$ cat config.mk
export PLATFORM = sky130hd
export DESIGN_NAME = cla_addsub_pipe
export DESIGN_NICKNAME = d
export VERILOG_FILES = /design/src/rtl/cla_addsub_pipe.sv
export SDC_FILE = /design/constraint.sdc
export NUM_CORES = 1
export LEC_CHECK = 0
export BUFFER_PORTS_ARGS = -buffer_cell sky130_fd_sc_hd__buf_2
export CAP_MARGIN = 20
export CORE_MARGIN = 2
export CORE_UTILIZATION = 48
export DETAILED_ROUTE_END_ITERATION = 10
export PLACE_DENSITY = 0.73
export SYNTH_ARGS = -nofsm -noshare
export SYNTH_HDL_FRONTEND = slang
export SYNTH_SLANG_ARGS = --single-unit
export TNS_END_PERCENT = 100
$ cat constraint.sdc
create_clock -name clk -period 7.1 [get_ports clk]
set_input_delay 0.355 -clock clk [delete_from_list [all_inputs] [get_ports clk]]
set_output_delay 0.355 -clock clk [all_outputs]
set_load 0.005 [all_outputs]
$ cat src/rtl/cla_addsub_pipe.sv
// Pipelined carry-lookahead adder/subtractor: BLOCK-bit lookahead groups, carries ripple
// between groups, and the group chain is cut into STAGES equal register slices.
module cla_addsub_pipe #(
  parameter int WIDTH  = 32,
  parameter int BLOCK  = 4,
  parameter int STAGES = 2
) (
  input  logic             clk,
  input  logic             reset,
  input  logic             in_valid,
  output logic             in_ready,
  input  logic [WIDTH-1:0] a,
  input  logic [WIDTH-1:0] b,
  input  logic             sub,
  output logic             out_valid,
  input  logic             out_ready,
  output logic [WIDTH-1:0] result,
  output logic             cout,
  output logic             overflow,
  output logic             zero
);

  localparam int G = WIDTH / BLOCK / STAGES;

  typedef struct packed {
    logic [BLOCK-1:0] sum;
    logic             co;
    logic             cm;
  } grp_t;

  typedef struct packed {
    logic [WIDTH-1:0] res;
    logic [WIDTH-1:0] opa;
    logic [WIDTH-1:0] opb;
    logic             c;
    logic             ovf;
    logic             z;
  } stg_t;

  // Every carry inside a group is a flat sum of products of g/p and the group carry-in.
  function automatic grp_t cla_grp(input logic [BLOCK-1:0] ga, input logic [BLOCK-1:0] gb,
                                   input logic cin);
    grp_t             r;
    logic [BLOCK-1:0] g;
    logic [BLOCK-1:0] p;
    logic [BLOCK:0]   c;
    logic             term;
    g    = ga & gb;
    p    = ga ^ gb;
    c    = '0;
    c[0] = cin;
    for (int i = 0; i < BLOCK; i++) begin
      c[i+1] = g[i];
      term   = cin;
      for (int j = 0; j <= i; j++) term = term & p[j];
      c[i+1] = c[i+1] | term;
      for (int j = 0; j < i; j++) begin
        term = g[j];
        for (int k = j + 1; k <= i; k++) term = term & p[k];
        c[i+1] = c[i+1] | term;
      end
    end
    r.sum = p ^ c[BLOCK-1:0];
    r.co  = c[BLOCK];
    r.cm  = c[BLOCK-1];
    return r;
  endfunction

  // Resolves the G groups owned by slice s; ovf/z are only meaningful in the final slice.
  function automatic stg_t slice_f(input stg_t x, input int s);
    stg_t y;
    grp_t r;
    int   base;
    y = x;
    for (int g = 0; g < G; g++) begin
      base  = (s * G + g) * BLOCK;
      r     = cla_grp(x.opa[base +: BLOCK], x.opb[base +: BLOCK], y.c);
      y.res[base +: BLOCK] = r.sum;
      y.c   = r.co;
      y.ovf = r.co ^ r.cm;
    end
    y.z = (y.res == '0);
    return y;
  endfunction

  logic adv;

  for (genvar s = 0; s < STAGES; s++) begin : g_stage
    stg_t stg_in;
    stg_t stg_d;
    stg_t stg_q;
    logic vld_q;

    if (s == 0) begin : g_head
      assign stg_in = '{res: '0, opa: a, opb: b ^ {WIDTH{sub}}, c: sub, ovf: 1'b0, z: 1'b0};
      always_ff @(posedge clk) begin
        if (reset)    vld_q <= 1'b0;
        else if (adv) vld_q <= in_valid;
      end
    end else begin : g_body
      assign stg_in = g_stage[s-1].stg_q;
      always_ff @(posedge clk) begin
        if (reset)    vld_q <= 1'b0;
        else if (adv) vld_q <= g_stage[s-1].vld_q;
      end
    end

    assign stg_d = slice_f(stg_in, s);

    // The last slice drives the outputs directly, so it alone clears its data on reset.
    if (s == STAGES - 1) begin : g_out
      always_ff @(posedge clk) begin
        if (reset)    stg_q <= '0;
        else if (adv) stg_q <= stg_d;
      end
    end else begin : g_mid
      always_ff @(posedge clk) begin
        if (adv) stg_q <= stg_d;
      end
    end
  end

  assign out_valid = g_stage[STAGES-1].vld_q;
  assign adv       = !out_valid || out_ready;
  assign in_ready  = adv;
  assign result    = g_stage[STAGES-1].stg_q.res;
  assign cout      = g_stage[STAGES-1].stg_q.c;
  assign overflow  = g_stage[STAGES-1].stg_q.ovf;
  assign zero      = g_stage[STAGES-1].stg_q.z;

endmodule

Yosys cells after proc, flatten, opt, wreduce, memory -nomap -nowiden
Index checks and enable logic that the tools add are counted.
{ "classes": {"bitwise": 186, "reduce_logical": 3} }
{ "ops": {"columns": ["cell", "count"], "rows": [
  ["1-bit AND", 80],
  ["1-bit OR", 80],
  ["4-bit bitwise XOR", 16],
  ["4-bit AND", 8],
  ["32-bit zero test", 1],
  ["32-bit bitwise XOR", 1],
  ["1-bit zero test", 1],
  ["1-bit logical OR", 1],
  ["1-bit bitwise XOR", 1]
]} }
{ "totals": {"register_bits": 118, "word_cells": 199} }

Logic depth before layout (Yosys ltp)
Gate-level depths: netlist of the first run.
{ "depth": {"depth_word": 34, "mapped_depth": 24} }

Worst setup path before layout of the first run
Ideal clock, no wire load.
{ "synth_timing": {"kind": "input-to-reg", "startpoint": "in sub", "endpoint": "reg g_stage[0].stg_q[2] in the netlist's numbering, data pin", "arrival_time_ns": 4.911, "required_time_ns": 6.843, "setup_slack_ns": 1.932, "stages": 24, "path_buffers": 2, "cell_sequence": "clkbuf_1 > buf_2 > xor2_1 > ha_1 > ha_1 > o21a_1 > o21a_1 > o21a_1 > or2_2 > ha_1 > o21a_1 > o21a_1 > o21a_1 > or2_2 > ha_1 > o21a_1 > o21a_1 > o21a_1 > or2_2 > ha_1 > o21a_1 > o21a_1 > o21ai_0 > nand2b_1"} }
{ "synth_rtl": {"columns": ["item", "line", "rtl"], "rows": [
  ["from (decl)", "14", "input logic sub,"],
  ["to (signal assigned)", "118", "if (adv) stg_q <= stg_d;"],
  ["to (decl)", "91", "stg_t stg_q;"]
]} }

==> reports/metrics.cfg, run 1 <==
[sta]
skew_ns = 0.00928
whs_ns = 0.175
max_slew.worst_pin.slew_ns = 0.937
slew-limit-headroom_pct = 37.5
fmax_mhz = 186
finalCriticalPeriod_ns = 5.37
setup_viol = 0
setup_tns_ns = 0
hold_viol_final = 0
rsz0062_at_grt = no
finalMaxSlewViolations = 0
fin_crit_sh_pct = 75.6

[synth]
avgSynthCellArea_um2 = 11.0
synthCells = 393
ys_types = 32
synthAdderAreaFrac_pct = 14.8
synth.area.mux_share_pct = 0.464
synth_top_family_by_area = adder cells
yosys_register_bits = 86
ys.warnings.count = 0
synthFlopType = edfxtp_1
synth_compound_area_share_pct = 10.1
syn_nets = 509
netlist_area_um2 = 4320
synth_simple_gate_area_share_pct = 12.1
ys_seq_area_share_pct = 51.2
synth-edff-count = 49
async_flop_share_pct = 0
yosys.area_share.xor_xnor_pct = 8.32

[routing]
wl_per_cell_um = 14.9
drc = 0
drt-total-wl_um = 9030
firstDrtPassIters = 4
dr_total_vias = 3170
drt-initial-drc-count = 107
ant_nets = 0
via_per_inst = 5.21

[global_route]
grt_usage_pct = 19.1
grt_pass1_vias = 3145
grt_overflow_total = 0
antenna_found_initial = 0
grt_max_degree = 49
grt_pass1_wl_um = 14700

[worst_setup_path]
reg2reg_to = zero
rr_startpoint = g_stage[0].stg_q[19]
crit_slowest_cell = buf_2
critPathMaxStageDelay_ns = 0.70
critPathRequiredTime_ns = 7.21
critical-path-top-delay-family = compound AO/OA/AOI/OAI gates
crit_type = input pin to flip-flop
arrival_ns = 5.48
crit_path_start_kind = input pin
rr_worst_depth = 19
r2r_slack_ns = 1.97
crit_path_end = g_stage[0].stg_q[2]
crit_top_cell = o21a_1
worstPathMaxFanout = 34
crit_cells = 23
worstSetupStartpoint = sub
crit_path_cell_trace = buf_2 -> xor2_1 -> ha_1 -> ha_1 -> o21a_1 -> o21a_1 -> o21a_1 -> or2_2 -> ha_1 -> o21a_1 -> o21a_1 -> o21a_1 -> or2_2 -> ha_1 -> o21a_1 -> o21a_1 -> o21a_1 -> or2_2 -> ha_1 -> o21a_1 -> o21a_1 -> o21ai_0 -> nand2b_1
setup.worst_path.end_class = flip-flop
path_buf_inv = 1

[min_path]
hp-start = a[19]
min_path_type = input pin to flip-flop

[placement]
portBuffers = 105
dp.cells = 592
dpl.hpwl_um = 6560
gp_congestion = 0.783

[clock_tree]
path_clk_slew_ns = 0.09
clock_latency_ns = 0.35
cts_buffers = 9
cts_tree = yes
cts_resized = 0
cts.path.max_buffers = 2
cts_root_buffer = clkbuf_8
ctsHtreeMaxLevel = 3
postCtsSetupRepairBufs = 0
cts_sinks = 86
ctsHoldBuffers = 0

[final_layout]
area_delta_synth_final_pct = 20.3
nNetsFinal = 611
register_area_um2 = 2210
n_antenna_cell = 0
fillers = 729
multiInputGateArea_um2 = 1980
final_cells = 608
drive_gt1_share_pct = 25.6

[floorplanning]
chipHeight_um = 98.8
initial_core_util_pct = 49.5
rows = 34
die-area_um2 = 9770
die_w_um = 98.8
core_um2 = 8720
pin_count = 106

[power_and_ir_drop]
powerDensity_nw_per_um2 = 269
totalPowerFinal_uw = 1400
leakage_uw = 0.00244
peakVddDrop_v = 0.000120

[job]
cap_viol_max_count = 0

[outcome]
status = completed

## worst min path at each step
stage,end,depth (start not counted),slack [ns]
3_5_place_dp,result[2],2,0.44
3_3_place_gp,result[28],2,0.44
5_1_grt,g_stage[0].stg_q[54],1,0.16
2_1_floorplan,g_stage[0].vld_q,2,0.43
6_report,g_stage[0].stg_q[54],1,0.17
4_1_cts,g_stage[0].stg_q[54],1,0.16
## layout make-up
type	count	area share, %
Sequential cell	86	42.6
Inverter	16	1.18
Clock buffer	9	2.39
Tap cell	108	2.60
Clock inverter	7	2.63
Multi-Input combinational cell	275	38.2
Timing Repair Buffer	107	10.4
## kinds of logic (layout without fill, tap and decap cells)
| logic type | Yosys count | in the layout |
|---|---|---|
| mux | 2 | 2 |
| fa+ha+maj | 47 | 47 |
| xor+xnor | 41 | 41 |
| simple gates | 115 | 115 |
| buf+inv | 32 | 139 |
| compound gates | 70 | 70 |
| flops | 86 | 86 |
## sequential cells by signal, indices dropped and copies added (netlist names)
name and count:
g_stage.vld_q 1, result 32, out_valid 1, zero 1, overflow 1, cout 1
g_stage.stg_q 49
## report_power, final
group / internal (uW) / switching (uW) / leakage (uW)
Sequential: 617 / 42.4 / 0.000820
Clock: 268 / 170 / 0.000128
Combinational: 143 / 159 / 0.00149
## Yosys cell counts (8+ instances only)
cell	count	share of area (%)
dfxtp_1	37	17
ha_1	40	12
clkbuf_1	11	0.96
o21ai_0	9	1.0
inv_1	16	1.4
xor2_1	33	6.7
xnor2_1	8	1.6
edfxtp_1	49	34
a21oi_1	30	3.5
nor2_1	24	2.1
nand2_1	53	4.6
a211oi_1	10	1.7
o21a_1	11	1.9
## per-layer routing
metal  up-vias  share of wire (%)  GRT usage (%)
met4         0                1.4           6.85
met3         9                4.8           3.33
met1      1502                 45           24.5
li1       1573                  -              -
met5         -                  0              0
met2        86                 49           32.4
## stage by stage
step / area [um2] / utilization (%) / setup WS, ns
2_1_floorplan: 4320 / - / 1.93
3_3_place_gp: 4930 / 56.6 / 1.53
3_5_place_dp: 4930 / 56.6 / 1.34
4_1_cts: 5190 / 59.5 / 1.71
5_1_grt: 5190 / 59.5 / 1.38
6_report: 5190 / 59.5 / 1.73
## cell usage in the layout, fill, tap and decap left out, drive strengths merged, types with 2 or more instances in the layout
cell type / n
a211oi: 10
a21o: 4
a21oi: 30
a22oi: 2
and2: 4
buf: 107
bufinv: 4
clkbuf: 9
clkinv: 4
dfxtp: 37
edfxtp: 49
fa: 7
ha: 40
inv: 15
mux2i: 2
nand2: 53
nand2b: 4
nand3: 4
nand4: 3
nor2: 24
nor3: 7
nor4: 5
o211a: 4
o21a: 11
o21ai: 9
or2: 4
or3: 4
xnor2: 8
xor2: 33
(Power assumes the default switching activity.)
==> run 2: changes to the inputs <==
==> constraint.sdc (replaced) <==
create_clock -name clk -period 5.5 [get_ports clk]
set_input_delay 0.275 -clock clk [delete_from_list [all_inputs] [get_ports clk]]
set_output_delay 0.275 -clock clk [all_outputs]
set_load 0.005 [all_outputs]
==> run 2 against run 1 <==
Effect of this change: sequential share of layout area rose by 0.59 points; routed wire length fell by 2.6%; register-to-register slack got worse by 1.4 ns; design area fell by 1.4%; first-iteration DRC count fell by 9.3%; combinational power rose by 30%; global-route usage fell by 0.50 points; critical path depth fell by 4; via count fell by 0.88%; non-clock buffer count rose by 2; critical path type is now flip-flop to flip-flop; largest power group unchanged.
==> reports/metrics.cfg, run 2 (same netlist as run 1, synthesis figures left out) <==
[global_route]
grtUsageMet3_pct = 4.33  ; was 3.33%
antenna_found_initial = 0  ; unchanged
grt_use_met2_pct = 30.7  ; was 32.4%
grt_usage_pct = 18.6  ; was 19.1%
grt_max_degree = 90  ; was 49
grt_overflow_total = 0  ; unchanged
grt_pass1_wl_um = 14300  ; was 14700 um
grt_util_met1_pct = 24.0  ; was 24.5%
grt_pass1_vias = 3116  ; was 3145
busiest_layer = met2  ; unchanged

[outcome]
status = completed  ; unchanged

[sta]
setup_viol = 0  ; unchanged
setup_ws_ns = 0.606  ; was 1.73 ns
setup_tns_ns = 0  ; unchanged
slew-limit-headroom_pct = 36.1  ; was 37.5%
skew_ns = 0.00798  ; was 0.00928 ns
fin_crit_sh_pct = 89.0
fmax_mhz = 204
hold_viol_final = 0  ; unchanged
finalCriticalPeriod_ns = 4.89
max_slew.worst_pin.slew_ns = 0.958  ; was 0.937 ns
finalMaxSlewViolations = 0  ; unchanged
rsz0062_at_grt = no  ; unchanged

[power_and_ir_drop]
leakage_uw = 0.00240  ; was 0.00244 uW
powerDensity_nw_per_um2 = 319  ; was 269 nW/um2
peakVddDrop_v = 0.000122  ; was 0.000120 V
totalPowerFinal_uw = 1630  ; was 1400 uW

[routing]
drt-total-wl_um = 8800  ; was 9030 um
wl_per_cell_um = 14.4  ; was 14.9 um
firstDrtPassIters = 4  ; unchanged
via_per_inst = 5.15  ; was 5.21
drc = 0  ; unchanged
drt-initial-drc-count = 97  ; was 107
ant_nets = 0  ; unchanged
dr_total_vias = 3142  ; was 3170

[floorplanning]
core_um2 = 8720  ; unchanged
pin_count = 106  ; unchanged
chipHeight_um = 98.8  ; unchanged
initial_core_util_pct = 49.5  ; unchanged
rows = 34  ; unchanged
die-area_um2 = 9770  ; unchanged
die_w_um = 98.8  ; unchanged

[final_layout]
drive_gt1_share_pct = 26.3  ; was 25.6%
final_cell_mix = buf_2 (105), nand2_1 (53), edfxtp_1 (49)  ; unchanged
largest_reg_flops = 49  ; unchanged
post-route-util_pct = 58.7  ; was 59.5%
nNetsFinal = 613  ; was 611
n_antenna_cell = 0  ; unchanged
area_delta_synth_final_pct = 18.6  ; was 20.3%
regMostFlops = g_stage.stg_q  ; unchanged
final_common_cell = buf_2  ; unchanged

[clock_tree]
cts_root_buffer = clkbuf_8  ; unchanged
clock_latency_ns = 0.35  ; about the same
path_clk_slew_ns = 0.09  ; about the same
ctsHoldBuffers = 0  ; unchanged
postCtsSetupRepairBufs = 0  ; unchanged
ctsHtreeMaxLevel = 3  ; unchanged
cts_buffers = 9  ; unchanged
cts_sinks = 86  ; unchanged
cts_tree = yes  ; unchanged
cts.path.max_buffers = 2  ; unchanged

[min_path]
min_delay_worst_endpoint = g_stage[0].stg_q[60]  ; was g_stage[0].stg_q[54]
hp-start = a[25]  ; was a[19]
hold_depth = 1  ; unchanged
min_path_type = input pin to flip-flop  ; unchanged

[job]
cap_viol_max_count = 0  ; unchanged

[worst_setup_path]
reg2reg_to = zero  ; unchanged
r2r_slack_ns = 0.61  ; was 1.97 ns
critPathMaxStageDelay_ns = 0.52  ; was 0.70 ns
setup.worst_path.end_class = flip-flop  ; unchanged
crit_top_cell = ha_1  ; was o21a_1
rr_startpoint = g_stage[0].stg_q[19]  ; unchanged
rr_worst_depth = 19  ; unchanged
crit_path_start_kind = flip-flop  ; was input pin
crit_type = flip-flop to flip-flop  ; was input pin to flip-flop
crit_slowest_cell = fa_1  ; was buf_2
crit_path_cell_trace = ha_1 -> ha_1 -> o211a_1 -> o21ai_1 -> nand2b_1 -> ha_1 -> o211a_1 -> o21ai_0 -> nand2b_1 -> ha_1 -> o211a_1 -> o21ai_0 -> nand2b_1 -> fa_1 -> nor4_1 -> nand4_1 -> nor4_2 -> nand4_1 -> a21oi_1  ; was buf_2 -> xor2_1 -> ha_1 -> ha_1 -> o21a_1 -> o21a_1 -> o21a_1 -> or2_2 -> ha_1 -> o21a_1 -> o21a_1 -> o21a_1 -> or2_2 -> ha_1 -> o21a_1 -> o21a_1 -> o21a_1 -> or2_2 -> ha_1 -> o21a_1 -> o21a_1 -> o21ai_0 -> nand2b_1
arrival_ns = 5.17  ; was 5.48 ns
worstPathMaxFanout = 3  ; was 34
critPathRequiredTime_ns = 5.78  ; was 7.21 ns

[placement]
gp_congestion = 0.797  ; was 0.783
dpl.hpwl_um = 6610  ; was 6560 um
dpl_worst_slack_ns = 0.379  ; was 1.34 ns
portBuffers = 105  ; unchanged

-- run 2: layer usage --
metal	vias up	part of all wire [%]	wire length, um
met5	-	0	0
met4	0	1.5	136
met3	10	6.8	596
met2	96	48	4190
met1	1456	44	3880
li1	1580	-	-
-- run 2: worst max-delay path by stage --
stage                           to  slack, ns                  from  depth (start not counted)
5_1_grt                       zero       0.07  g_stage[0].stg_q[19]                         19
2_1_floorplan  g_stage[0].stg_q[2]       0.41                   sub                         24
3_3_place_gp   g_stage[0].stg_q[2]       0.54                   sub                         23
4_1_cts                       zero       0.45  g_stage[0].stg_q[19]                         19
6_report                      zero       0.61  g_stage[0].stg_q[19]                         19
3_5_place_dp   g_stage[0].stg_q[2]       0.38                   sub                         23
-- run 2: worst max-delay path, delay by kind of cell, from the launching register on --
family	cells	cell delay (ns)
adder cells (fa/ha/maj)	5	1.45
AO/OA/AOI/OAI	7	1.74
AND/OR/NAND/NOR	7	1.22
flip-flops	1	0.41
-- run 2: final cells by class --
type                       instances  area, um2
clock buffer                       9        124
clock inverter                     7       50.0
fill                             738       3600
inverter                          16       61.3
multi-input combinational        275       1980
sequential                        86       2210
tap                              108        135
timing repair buffer             109        556
-- run 2: report_power, final --
group / switching (uW) / total (uW) / internal (uW)
combinational: 206 / 391 / 185
sequential: 54.3 / 850 / 796
clock: 227 / 392 / 164
-- run 2: metrics by stage --
step	area, um2	std cells	hold WS, ns
2_1_floorplan	4320	393	0.374
3_3_place_gp	4950	594	0.436
3_5_place_dp	4950	594	0.447
4_1_cts	5120	610	0.0769
5_1_grt	5120	610	0.0750
6_report	5120	610	0.0948
-- run 2: repair_timing --
action / CTS / global route
endpoints found under the setup margin: 0 / 1
resized for setup: 0 / 1
hold endpoints to repair: 0 / 0
